$ cat config.mk
export PLATFORM = sky130hd
export DESIGN_NAME = car_cmd_uart_tx_flat
export DESIGN_NICKNAME = d
export VERILOG_FILES = /design/src/rtl/car_pkg.sv /design/src/rtl/car_cmd_uart_tx_if.sv /design/src/rtl/car_cmd_uart_tx_baud_gen.sv /design/src/rtl/car_cmd_uart_tx.sv /design/src/flat_wrapper.sv
export SDC_FILE = /design/constraint.sdc
export NUM_CORES = 1
export LEC_CHECK = 0
export BUFFER_PORTS_ARGS = -buffer_cell sky130_fd_sc_hd__clkbuf_2
export CAP_MARGIN = 20
export CORE_AREA = 2 2 78 80
export CTS_CLUSTER_SIZE = 12
export DETAILED_ROUTE_END_ITERATION = 10
export DIE_AREA = 0 0 80 82
export PLACE_DENSITY = 0.72
export SKIP_CTS_REPAIR_TIMING = 1
export SYNTH_ARGS = -nofsm -noshare
export SYNTH_HDL_FRONTEND = slang
export SYNTH_SLANG_ARGS = --single-unit
$ cat constraint.sdc
create_clock -name clk -period 3.84 [get_ports clk]
set_input_delay 0.768 -clock clk [delete_from_list [all_inputs] [get_ports clk]]
set_output_delay 0.768 -clock clk [all_outputs]
set_load 0.01 [all_outputs]
$ cat src/rtl/car_pkg.sv
// Encodings shared by the manual-drive controller and the UART command transmitter.
// Holds the drive/move codes, the command-byte layout and the TX FSM state type.
package car_pkg;

    localparam logic [1:0] NSTART = 2'b00;
    localparam logic [1:0] START  = 2'b01;
    localparam logic [1:0] MOVING = 2'b10;

    localparam logic [3:0] MOVE_NONE  = 4'b0000;
    localparam logic [3:0] MOVE_FWD   = 4'b0001;
    localparam logic [3:0] MOVE_BACK  = 4'b0010;
    localparam logic [3:0] MOVE_LEFT  = 4'b0100;
    localparam logic [3:0] MOVE_RIGHT = 4'b1000;

    localparam int CMD_POWER    = 7;
    localparam int CMD_LAMP     = 6;
    localparam int CMD_STATE_HI = 5;
    localparam int CMD_STATE_LO = 4;
    localparam int CMD_MOVE_HI  = 3;
    localparam int CMD_MOVE_LO  = 0;

    typedef enum logic [1:0] {
        TX_IDLE  = 2'd0,
        TX_START = 2'd1,
        TX_DATA  = 2'd2,
        TX_STOP  = 2'd3
    } tx_state_e;

    // Powered-off always maps to the all-zero command so the car sees a single safe code.
    function automatic logic [7:0] pack_cmd(input logic       power,
                                            input logic [1:0] state,
                                            input logic [3:0] moving_state,
                                            input logic       lamp);
        logic [7:0] cmd;
        cmd = 8'h00;
        if (power) begin
            cmd[CMD_POWER]                 = 1'b1;
            cmd[CMD_LAMP]                  = lamp;
            cmd[CMD_STATE_HI:CMD_STATE_LO] = state;
            cmd[CMD_MOVE_HI:CMD_MOVE_LO]   = moving_state;
        end
        return cmd;
    endfunction

endpackage

$ cat src/rtl/car_cmd_uart_tx_if.sv
// Bundle between the controller state registers and the UART command transmitter.
interface car_cmd_uart_tx_if;
    logic       power;
    logic [1:0] state;
    logic [3:0] moving_state;
    logic       left_light;
    logic       right_light;
    logic       tx;
    logic       busy;
    logic       frame_done;
    logic [7:0] last_cmd;

    modport master (
        output power, state, moving_state, left_light, right_light,
        input  tx, busy, frame_done, last_cmd
    );

    modport slave (
        input  power, state, moving_state, left_light, right_light,
        output tx, busy, frame_done, last_cmd
    );
endinterface

$ cat src/rtl/car_cmd_uart_tx_baud_gen.sv
// Bit-period counter: wraps every BAUD_DIV clocks, restartable so a frame begins on a full bit.
module uart_baud_gen #(
    parameter int BAUD_DIV = 16
) (
    input  logic clk,
    input  logic rst,
    input  logic clear,
    output logic tick,
    output logic pre_tick
);
    localparam int CW = (BAUD_DIV > 2) ? $clog2(BAUD_DIV) : 2;

    logic [CW-1:0] cnt_reg;

    always_ff @(posedge clk or negedge rst) begin
        if (!rst) begin
            cnt_reg <= '0;
        end else if (clear || tick) begin
            cnt_reg <= '0;
        end else begin
            cnt_reg <= cnt_reg + CW'(1);
        end
    end

    assign tick     = (cnt_reg == CW'(BAUD_DIV - 1));
    // One clock early, so registered outputs can land on the last clock of a bit.
    assign pre_tick = (cnt_reg == CW'(BAUD_DIV - 2));

endmodule

$ cat src/rtl/car_cmd_uart_tx.sv
// Packs the controller outputs into a command byte and sends it as 8N1 UART,
// on every command change and as a periodic heartbeat when nothing changes.
module car_cmd_uart_tx
    import car_pkg::*;
#(
    parameter int CLK_HZ           = 100_000_000,
    parameter int BAUD             = 9600,
    parameter int HEARTBEAT_CYCLES = 1_000_000
) (
    input  logic                clk,
    input  logic                rst,
    car_cmd_uart_tx_if.slave    bus
);
    localparam int BAUD_DIV = CLK_HZ / BAUD;
    localparam int HB_W     = (HEARTBEAT_CYCLES > 2) ? $clog2(HEARTBEAT_CYCLES) : 2;
    localparam logic [HB_W-1:0] HB_MAX = HB_W'(HEARTBEAT_CYCLES - 1);

    tx_state_e       state_reg,      state_next;
    logic [7:0]      shift_reg,      shift_next;
    logic [7:0]      last_cmd_reg,   last_cmd_next;
    logic [HB_W-1:0] hb_cnt_reg,     hb_cnt_next;
    logic [2:0]      bit_idx_reg,    bit_idx_next;
    logic            tx_reg,         tx_next;
    logic            busy_reg,       busy_next;
    logic            frame_done_reg, frame_done_next;

    logic [7:0] cmd_next;
    logic       start_frame;
    logic       tick;
    logic       pre_tick;

    assign cmd_next = pack_cmd(bus.power, bus.state, bus.moving_state,
                               bus.left_light | bus.right_light);

    uart_baud_gen #(
        .BAUD_DIV (BAUD_DIV)
    ) u_baud (
        .clk      (clk),
        .rst      (rst),
        .clear    (start_frame),
        .tick     (tick),
        .pre_tick (pre_tick)
    );

    always_ff @(posedge clk or negedge rst) begin
        if (!rst) begin
            state_reg      <= TX_IDLE;
            shift_reg      <= 8'h00;
            last_cmd_reg   <= 8'h00;
            hb_cnt_reg     <= '0;
            bit_idx_reg    <= 3'd0;
            tx_reg         <= 1'b1;
            busy_reg       <= 1'b0;
            frame_done_reg <= 1'b0;
        end else begin
            state_reg      <= state_next;
            shift_reg      <= shift_next;
            last_cmd_reg   <= last_cmd_next;
            hb_cnt_reg     <= hb_cnt_next;
            bit_idx_reg    <= bit_idx_next;
            tx_reg         <= tx_next;
            busy_reg       <= busy_next;
            frame_done_reg <= frame_done_next;
        end
    end

    always_comb begin
        state_next      = state_reg;
        shift_next      = shift_reg;
        last_cmd_next   = last_cmd_reg;
        hb_cnt_next     = (hb_cnt_reg == HB_MAX) ? hb_cnt_reg : hb_cnt_reg + HB_W'(1);
        bit_idx_next    = bit_idx_reg;
        tx_next         = tx_reg;
        busy_next       = busy_reg;
        frame_done_next = 1'b0;
        start_frame     = 1'b0;

        case (state_reg)
            TX_IDLE: begin
                // A change and heartbeat expiry on the same edge still yield a single frame.
                if ((cmd_next != last_cmd_reg) || (hb_cnt_reg == HB_MAX)) begin
                    start_frame   = 1'b1;
                    shift_next    = cmd_next;
                    last_cmd_next = cmd_next;
                    hb_cnt_next   = '0;
                    tx_next       = 1'b0;
                    busy_next     = 1'b1;
                    state_next    = TX_START;
                end
            end
            TX_START: begin
                if (tick) begin
                    tx_next      = shift_reg[0];
                    shift_next   = {1'b0, shift_reg[7:1]};
                    bit_idx_next = 3'd0;
                    state_next   = TX_DATA;
                end
            end
            TX_DATA: begin
                if (tick) begin
                    if (bit_idx_reg == 3'd7) begin
                        tx_next    = 1'b1;
                        state_next = TX_STOP;
                    end else begin
                        tx_next      = shift_reg[0];
                        shift_next   = {1'b0, shift_reg[7:1]};
                        bit_idx_next = bit_idx_reg + 3'd1;
                    end
                end
            end
            TX_STOP: begin
                if (pre_tick) begin
                    frame_done_next = 1'b1;
                end
                if (tick) begin
                    busy_next  = 1'b0;
                    state_next = TX_IDLE;
                end
            end
            default: begin
                tx_next    = 1'b1;
                busy_next  = 1'b0;
                state_next = TX_IDLE;
            end
        endcase
    end

    assign bus.tx         = tx_reg;
    assign bus.busy       = busy_reg;
    assign bus.frame_done = frame_done_reg;
    assign bus.last_cmd   = last_cmd_reg;

endmodule

$ cat src/flat_wrapper.sv
// flat-port wrapper written by rule: the top's interface ports become plain ports
module car_cmd_uart_tx_flat import car_pkg::*;
#(
    parameter int CLK_HZ           = 100_000_000,
    parameter int BAUD             = 9600,
    parameter int HEARTBEAT_CYCLES = 1_000_000
)
  (clk, rst, bus_power, bus_state, bus_moving_state, bus_left_light, bus_right_light, bus_tx, bus_busy, bus_frame_done, bus_last_cmd);
  car_cmd_uart_tx_if bus_i ();
  input  logic clk;
  input  logic rst;
  input wire logic [$bits(bus_i.power)-1:0] bus_power;
  input wire logic [$bits(bus_i.state)-1:0] bus_state;
  input wire logic [$bits(bus_i.moving_state)-1:0] bus_moving_state;
  input wire logic [$bits(bus_i.left_light)-1:0] bus_left_light;
  input wire logic [$bits(bus_i.right_light)-1:0] bus_right_light;
  output wire logic [$bits(bus_i.tx)-1:0] bus_tx;
  output wire logic [$bits(bus_i.busy)-1:0] bus_busy;
  output wire logic [$bits(bus_i.frame_done)-1:0] bus_frame_done;
  output wire logic [$bits(bus_i.last_cmd)-1:0] bus_last_cmd;
  assign bus_i.power = bus_power;
  assign bus_i.state = bus_state;
  assign bus_i.moving_state = bus_moving_state;
  assign bus_i.left_light = bus_left_light;
  assign bus_i.right_light = bus_right_light;
  assign bus_tx = bus_i.tx;
  assign bus_busy = bus_i.busy;
  assign bus_frame_done = bus_i.frame_done;
  assign bus_last_cmd = bus_i.last_cmd;
  car_cmd_uart_tx #(.CLK_HZ(CLK_HZ), .BAUD(BAUD), .HEARTBEAT_CYCLES(HEARTBEAT_CYCLES)) u_core (.clk(clk), .rst(rst), .bus(bus_i));
endmodule
# Word-level counts from Yosys, hierarchy flattened
# Index checks and enable logic that the tools add are counted.
[word_totals]
register_bits = 58
latchBits = 0
ram_bits = 0
rom_bits = 0
in_bits = 11
output_inout_bits = 11
elab_cells = 71
mem_count = 0
[op_classes]
n_addsub = 3
multipliers = 0
div = 0
magnitude_cmp = 0
n_eq_ne = 14
shift = 0
muxes = 32
bitwise_logic = 1
n_reduce_logical = 12
[ops]
columns = ["cell", "n"]
rows = [
  ["$mux 20", 3],
  ["$mux 8", 5],
  ["$eq 14x14->1 const B", 2],
  ["$pmux 8 s3", 1],
  ["$add 20x1->20 const B", 1],
  ["$eq 20x20->1 const B", 1],
  ["$add 14x1->14 const B", 1],
  ["$mux 14", 1],
  ["$mux 1", 10],
  ["$mux 2", 5],
  ["$reduce_and 5->1", 2],
  ["$mux 3", 3],
  ["$ne 2x2->1 const B", 4],
  ["$ne 8x8->1", 1],
  ["$pmux 2 s4", 1],
  ["$reduce_and 4->1", 2],
  ["$pmux 3 s2", 1],
  ["$eq 2x2->1 const B", 2],
  ["$ne 2x1->1 const B", 2],
  ["$reduce_bool 2->1", 2],
  ["$add 3x1->3 const B", 1],
  ["$eq 3x3->1 const B", 1],
  ["$pmux 1 s3", 1],
  ["$reduce_and 3->1", 1],
  ["7 further kinds", 8],
]

# Depth between registers and ports, before layout
# Gate-level depths: netlist of the first run.
[depth]
word_depth = 8
mapped_depth = 8
mapped_depth_nobuf = 7

# Cells and area by module
# Synthesis of the first run repeated with hierarchy kept, for this count alone.
[hier_totals]
cells_unflattened = 308
hier_area_um2 = 3180.6
[by_module_without_submodules]
columns = ["mod", "instances", "cells_per_inst", "area_per_inst_um2", "seq_area_each_um2"]
rows = [
  ["car_cmd_uart_tx", 1, 236, 2418.6, 1102.3],
  ["uart_baud_gen", 1, 72, 762.0, 350.3],
]

# Worst setup path before layout of the first run
# OpenSTA, ideal clock, no wires.
[synth_path]
path_kind = "input to register"
start = "input port bus_power"
end = "register u_core.shift_reg[0]"
setup_ns = 0.125
arrival_ns = 2.271
required_time_ns = 3.715
slack_ns = 1.445
path_stages = 7
n_path_buf = 1
cell_sequence = "clkbuf_1 o21ai_0 xnor2_1 a21oi_1 and4_4 nand3b_4 mux2_2"
[synth_between]
elab_chain_len = 5
word_cells_on_any_way = 7
cone_classes = "eq/ne (2); mux (3); reduce/logical (2)"
[synth_rtl]
columns = ["item", "line", "rtl"]
rows = [
  ["start, declared", "flat_wrapper.sv:12", "input wire logic [$bits(bus_i.power)-1:0] bus_power;"],
  ["$mux 8 (*)", "car_pkg.sv:36", "if (power) begin"],
  ["$ne 8x8->1", "car_cmd_uart_tx.sv:81", "if ((cmd_next != last_cmd_reg) || (hb_cnt_reg == HB_MAX)) begin"],
  ["$logic_or 1x1->1", "car_cmd_uart_tx.sv:81", ""],
  ["$ne 2x1->1 (no source line)", "n/a", ""],
  ["$reduce_and 5->1 (no source line)", "n/a", ""],
  ["end signal, assigned", "car_cmd_uart_tx.sv:57", "shift_reg <= shift_next;"],
  ["end, declared", "car_cmd_uart_tx.sv:19", "logic [7:0] shift_reg, shift_next;"],
]
# Mark *: on every way between the ends. The rest lies on a longest branch, timed or not. The select of a mux whose other input is x is not followed.
# A chain may end at the register's enable or synchronous reset.

# Worst setup path after layout of the first run
[layout_path]
start = "register u_core.hb_cnt_reg[6]"
end = "register u_core.last_cmd_reg[5], in the netlist u_core.bus.last_cmd[5]"
[layout_between]
elab_chain_len = 3
[layout_rtl]
columns = ["item", "line", "rtl"]
rows = [
  ["start, declared", "car_cmd_uart_tx.sv:21", "logic [HB_W-1:0] hb_cnt_reg, hb_cnt_next;"],
  ["start signal, assigned", "car_cmd_uart_tx.sv:59", "hb_cnt_reg <= hb_cnt_next;"],
  ["$eq 20x20->1", "car_cmd_uart_tx.sv:81", ""],
  ["$logic_or 1x1->1", "car_cmd_uart_tx.sv:81", ""],
  ["$reduce_and 2->1 (no source line)", "n/a", ""],
  ["end signal, assigned", "car_cmd_uart_tx.sv:58", "last_cmd_reg <= last_cmd_next;"],
  ["end, declared", "car_cmd_uart_tx.sv:20", "logic [7:0] last_cmd_reg, last_cmd_next;"],
]
# No other way between the ends.

==> results of run 1 <==
-- critical path, cell delays in order (launching register included) --
cell     delay, ps
dfrtp_1        440
nor4_1         320
nand4_1        150
or3_1          510
a31oi_2        540
buf_4          390
o21ai_0        120
-- per-layer routing --
| metal | up-vias | GRT usage [%] |
|---|---|---|
| li1 | 1127 | - |
| met1 | 1055 | 25.43 |
| met2 | 22 | 31.50 |
| met3 | 8 | 3.626 |
| met4 | 0 | 7.627 |
| met5 | - | 0 |
-- through the flow --
| stage | std cells | cell area, um^2 | power, mW | util (%) | hold slack [ps] |
|---|---|---|---|---|---|
| after floorplan | 316 | 3045 | 0.6444 | - | 466.6 |
| after global placement | 402 | 3208 | 0.6712 | 55.84 | 489.4 |
| after detailed placement | 402 | 3208 | 0.6716 | 55.84 | 494.2 |
| after CTS | 418 | 3372 | 1.149 | 58.69 | 508.4 |
| after global routing | 419 | 3392 | 1.183 | 59.04 | 407.0 |
| final | 419 | 3392 | 1.139 | 59.04 | 378.1 |
-- layout make-up --
| cell class | instances | area [um^2] | share of cell area, % |
|---|---|---|---|
| Inverter | 12 | 45.04 | 1.328 |
| Clock inverter | 3 | 15.01 | 0.4426 |
| Multi-Input combinational cell | 234 | 1496 | 44.12 |
| Timing Repair Buffer | 24 | 140.1 | 4.131 |
| Clock buffer | 13 | 148.9 | 4.390 |
| Sequential cell | 58 | 1453 | 42.83 |
| Tap cell | 75 | 93.84 | 2.767 |
-- power by group through the flow --
stage               clock, mW  combinational [mW]  sequential (mW)
floorplan                   0              0.0140            0.630
global placement            0              0.0417            0.630
global route            0.514              0.0504            0.619
finish                  0.477              0.0434            0.619
detailed placement          0              0.0420            0.630
CTS                     0.489              0.0421            0.618
-- cell usage in the layout (no fill, tap or decap), types with 2 or more instances in the layout --
cell,n
and3_1,5
dfrtp_1,57
ha_1,10
clkinv_2,3
inv_1,12
nor3_1,2
a21oi_1,4
nand2_1,32
o21ai_0,23
clkbuf_8,10
xor2_1,17
nor2_1,49
buf_4,2
o31ai_1,2
mux2i_1,2
a22o_1,3
clkbuf_2,21
and2_1,2
nor2b_1,3
nand3_1,15
mux2_2,10
xnor2_1,18
or3_1,3
nor4_1,2
clkbuf_1,3
nand4_1,14
-- cells by family after synthesis --
logic type      Yosys count  share of synthesized area, %
simple gates            137                         22.02
flops                    58                         47.70
compound gates           40                         8.382
xor+xnor                 35                         10.07
buf+inv                  24                         3.369
mux                      12                         4.355
fa+ha+maj                10                         4.108
-- how the worst max path moves through the flow --
stage                                         to  slack, ps                 start  cells past startpoint
after floorplan              u_core.shift_reg[0]       1440             bus_power                      7
after global routing      u_core.bus.last_cmd[5]       1040  u_core.hb_cnt_reg[6]                      6
final                     u_core.bus.last_cmd[5]       1250  u_core.hb_cnt_reg[6]                      6
after detailed placement     u_core.shift_reg[1]       1000             bus_power                      7
after CTS                 u_core.bus.last_cmd[5]       1230  u_core.hb_cnt_reg[6]                      6
after global placement       u_core.shift_reg[2]       1040             bus_power                      7
==> metrics.csv, run 1 <==
metric;value;unit
run status;completed;
VDD IR max;0.2086;mV
htree depth;3;
CTS sink cnt;58;
clk_skew;8.365;ps
top-area cell type share of the netlist area;46.84;%
Final Slew Violations;0;
internal cell power;879.1;uW
flop and latch count out of synthesis;58;
Core Area;5746;um^2
Ys Warns;0;
FILL cells;499;
1st-pass router iterations;4;
endpoint type of the worst setup path;flip-flop;
CTS Buf Count;9;
nets;360;
Via density;5.279;
worst r2r src;u_core.hb_cnt_reg[6];
largest net degree at the start of global routing;44;
# DRC;0;
max reg flops;20;
Lkg Pwr;1.526;nW
antenna violations before repair;0;
Data required, critical path;4040;ps
pre-CTS WS;1004;ps
Row Count;28;
area leader, netlist;dfrtp_1;
unrepaired setup endpoints after global routing;false;
setup TNS;0;ps
clock share of power;41.9;%
Ant. Diodes;0;
DR vias;2212;
Post-synth EDFFs;0;
worst-path fanout max;27;
Hold Path Class;in2async;
Final period util;67.41;%
Clock Latency Late Sink;320;ps
FMAX;0.3863;GHz
worst reg2reg path endpoint;u_core.bus.last_cmd[5];
ranking of synthesized cells by area;dfrtp_1 (47%), nor2_1 (6.0%), xnor2_1 (5.2%), xor2_1 (4.9%), ha_1 (4.1%);
CTS Root Cell;clkbuf_8;
min Tclk post-route;2589;ps
Starting Density;53.01;%
Synth Instances;316;
critical path startpoint category;flip-flop;
DIE WIDTH;80;um
DR iter-0 viols;120;
max-cap violation count;0;
Power Density;335.8;nW/um^2
Die Y;82;um
Detail Placement HPWL;4041;um
Hold Violations, Final;0;
number of I/O pins;22;
port bufs;21;
Final setup viols;0;
critical path class;reg2reg;
most numerous cell in the Yosys netlist;dfrtp_1;
synth cell count leaders;dfrtp_1 (57), nor2_1 (49), nand2_1 (32), o21ai_0 (23), xnor2_1 (18);
Clock Path Buffers;2;
gpl congestion;0.8433;
Clock Pin Slew Worst Setup and Hold Paths;70;ps
Yosys cell types;42;
Worst Tran Pin Value;531.4;ps
Sw Pwr;259.8;uW
DIE AREA;6560;um^2
vias in the first global route;2113;
Syn-to-layout area delta;11.38;%
Worst Reg2Reg Path Length in Cells;6;
M1 WL;2713;um
Slew HR;64.58;%
first-pass GRT wire length;9646;um
switch share;22.81;%
Synth Net Count;337;
met2 WL post-DR;2826;um
max layer used;met4;
syn_area_per_cell;9.637;um^2
GRT Residual Overflow;0;
final setup margin;1251;ps
sequential share of the synthesized area;47.70;%
metal3 WL;135;um
CTS tree;built;
ys async rst share;100.0;%
fraction of power consumed by combinational cells;3.8;%
layout cell share with drive strength beyond 1;15.70;%
flop-to-flop setup slack;1250;ps
Crit path arrival time;2780;ps
Primary FF master, synth;dfrtp_1;
Synth Cell Area;3045;um^2
wire per inst;13.75;um
Total GRT Usage;19.24;%
Routed WL;5760;um
Routed Antenna Nets;0;
sequential share of power;54.3;%
(Power assumes the default switching activity.)
==> run 2: changes to the inputs <==
- clock period: 3.84 -> 2.4 ns (I/O delays scaled with it)
==> run 2 against run 1 <==
Register-to-register slack worse by 1100 ps. First-iteration DRC count is 11% higher. Clock power is 93% higher. Sequential power is 60% higher. Global-route usage is 0.35 points higher. Worst hold slack worse by 78 ps. Critical path depth is 1 higher. Largest power group unchanged. Setup slack worse by 1100 ps.
==> metrics.csv, run 2 (synthesis gave the netlist of run 1 again) <==
metric;value;unit;change
Data required, critical path;2600;ps;was 4040 ps
Routed WL;5690;um;was 5760 um
Clock Pin Slew Worst Setup and Hold Paths;70;ps;about the same
Slew HR;53.08;%;was 64.58%
layout cell share with drive strength beyond 1;17.24;%;was 15.70%
gpl congestion;0.7891;;was 0.8433
nets;365;;was 360
GR peak layer;met2;;unchanged
commonest non-fill, non-tap cell in the layout;dfrtp_1;;unchanged
Hold Violations, Final;0;;unchanged
CTS tree;built;;unchanged
htree depth;3;;unchanged
unrepaired setup endpoints after global routing;false;;unchanged
FILL cells;504;;was 499
DIE AREA;6560;um^2;unchanged
critical path class;reg2reg;;unchanged
1st-pass router iterations;4;;unchanged
wire per inst;13.45;um;was 13.75 um
Routed Antenna Nets;0;;unchanged
run status;completed;;unchanged
DR iter-0 viols;133;;was 120
Final setup viols;0;;unchanged
Ant. Diodes;0;;unchanged
largest net degree at the start of global routing;59;;was 44
Hold Path Class;in2async;;unchanged
Lkg Pwr;1.565;nW;was 1.526 nW
Final Power;1.979;mW;was 1.139 mW
CTS Root Cell;clkbuf_8;;unchanged
routing usage on met1;25.25;%;was 25.43%
Final Slew Violations;0;;unchanged
Die Y;82;um;unchanged
worst-path fanout max;24;;was 27
Final period util;92.25;%;was 67.41%
Syn-to-layout area delta;13.52;%;was 11.38%
number of I/O pins;22;;unchanged
VDD IR max;0.4044;mV;was 0.2086 mV
GR Util met3;4.396;%;was 3.626%
met2 Track Usage GR;32.42;%;was 31.50%
min Tclk post-route;2214;ps;was 2589 ps
clk_skew;10.65;ps;was 8.365 ps
Via density;5.385;;was 5.279
Row Count;28;;unchanged
endpoint type of the worst setup path;flip-flop;;unchanged
CTS Buf Count;9;;unchanged
first-pass GRT wire length;10050;um;was 9646 um
# DRC;0;;unchanged
Core Area;5746;um^2;unchanged
DR vias;2278;;was 2212
max-cap violation count;0;;unchanged
Crit path arrival time;2410;ps;was 2780 ps
Detail Placement HPWL;4026;um;was 4041 um
Clock Latency Late Sink;320;ps;about the same
FMAX;0.4517;GHz;was 0.3863 GHz
GRT Residual Overflow;0;;unchanged
Worst Tran Pin Value;703.8;ps;was 531.4 ps
Power Density;572.3;nW/um^2;was 335.8 nW/um^2
port bufs;21;;unchanged
Total GRT Usage;19.59;%;was 19.24%
critical path startpoint category;flip-flop;;unchanged
antenna violations before repair;0;;unchanged
Clock Path Buffers;2;;unchanged
commonest non-fill, non-tap cells in the layout;dfrtp_1 (57), nor2_1 (49), nand2_1 (32), o21ai_0 (23), clkbuf_2 (21);;unchanged
vias in the first global route;2262;;was 2113
DIE WIDTH;80;um;unchanged
Hold Slack;299.9;ps;was 378.1 ps
CTS sink cnt;58;;unchanged
setup TNS;0;ps;unchanged
max reg flops;20;;unchanged
Starting Density;53.01;%;unchanged
==> run 2: changes by cell type in the layout (fill, tap and decap cells not counted) <==
cell and change:
buf_4 +6, bufinv_16 +1, clkinv_2 -2, buf_12 -1
clkbuf_8 +2, clkbuf_1 -2
==> run 2: worst max-delay path: stages (launching register included) <==
cell     delay [ps]
dfrtp_1         420
nor4_1          280
nand4_1         120
or3_1           390
a31oi_2         320
buf_4           190
buf_4           270
nor2_1          100
==> run 2: path summary, 6_finish.rpt <==
path                                     startpoint                        to  slack (ps)  cells after the start
setup / recovery              u_core.hb_cnt_reg[11]      u_core.hb_cnt_reg[2]         190                      7
hold / removal                                  rst       u_core.shift_reg[0]         300                      2
setup reg to reg              u_core.hb_cnt_reg[11]      u_core.hb_cnt_reg[2]         190                      7
hold reg to reg            u_core.u_baud.cnt_reg[0]  u_core.u_baud.cnt_reg[0]         510                      1
max in group asynchronous                       rst      u_core.hb_cnt_reg[0]        1640                      2
min in group clk                bus_moving_state[3]    u_core.bus.last_cmd[3]         440                      3
==> run 2: power breakdown <==
group	total (mW)	internal, mW	switching, mW
Combinational	0.0679	0.0236	0.0442
Clock	0.921	0.558	0.363
Sequential	0.989	0.983	0.00639
==> run 2: final cells by class <==
class	count	area (um^2)	share of cell area, %
Timing Repair Buffer	29	165.2	4.777
Clock inverter	2	35.03	1.013
Clock buffer	13	168.9	4.886
Sequential cell	58	1453	42.02
Inverter	12	45.04	1.303
Tap cell	75	93.84	2.714
Multi-Input combinational cell	234	1496	43.29
==> run 2: metrics by stage <==
| stage | instance area (um^2) | setup WS [ps] | utilization, % | std cells |
|---|---|---|---|---|
| after floorplan | 3045 | 287.0 | - | 316 |
| after detailed placement | 3253 | -80.08 | 56.62 | 408 |
| after global placement | 3253 | -40.14 | 56.62 | 408 |
| after CTS | 3457 | 167.9 | 60.17 | 423 |
| after global routing | 3457 | 24.13 | 60.17 | 423 |
| final | 3457 | 186.0 | 60.17 | 423 |
==> run 2: per-layer routing <==
layer,wire length (um),vias to the layer above,part of all wire [%]
met1,2765,1108,49
met3,125,8,2.2
met5,0,-,0
met2,2720,25,48
met4,79,0,1.4
li1,-,1137,-
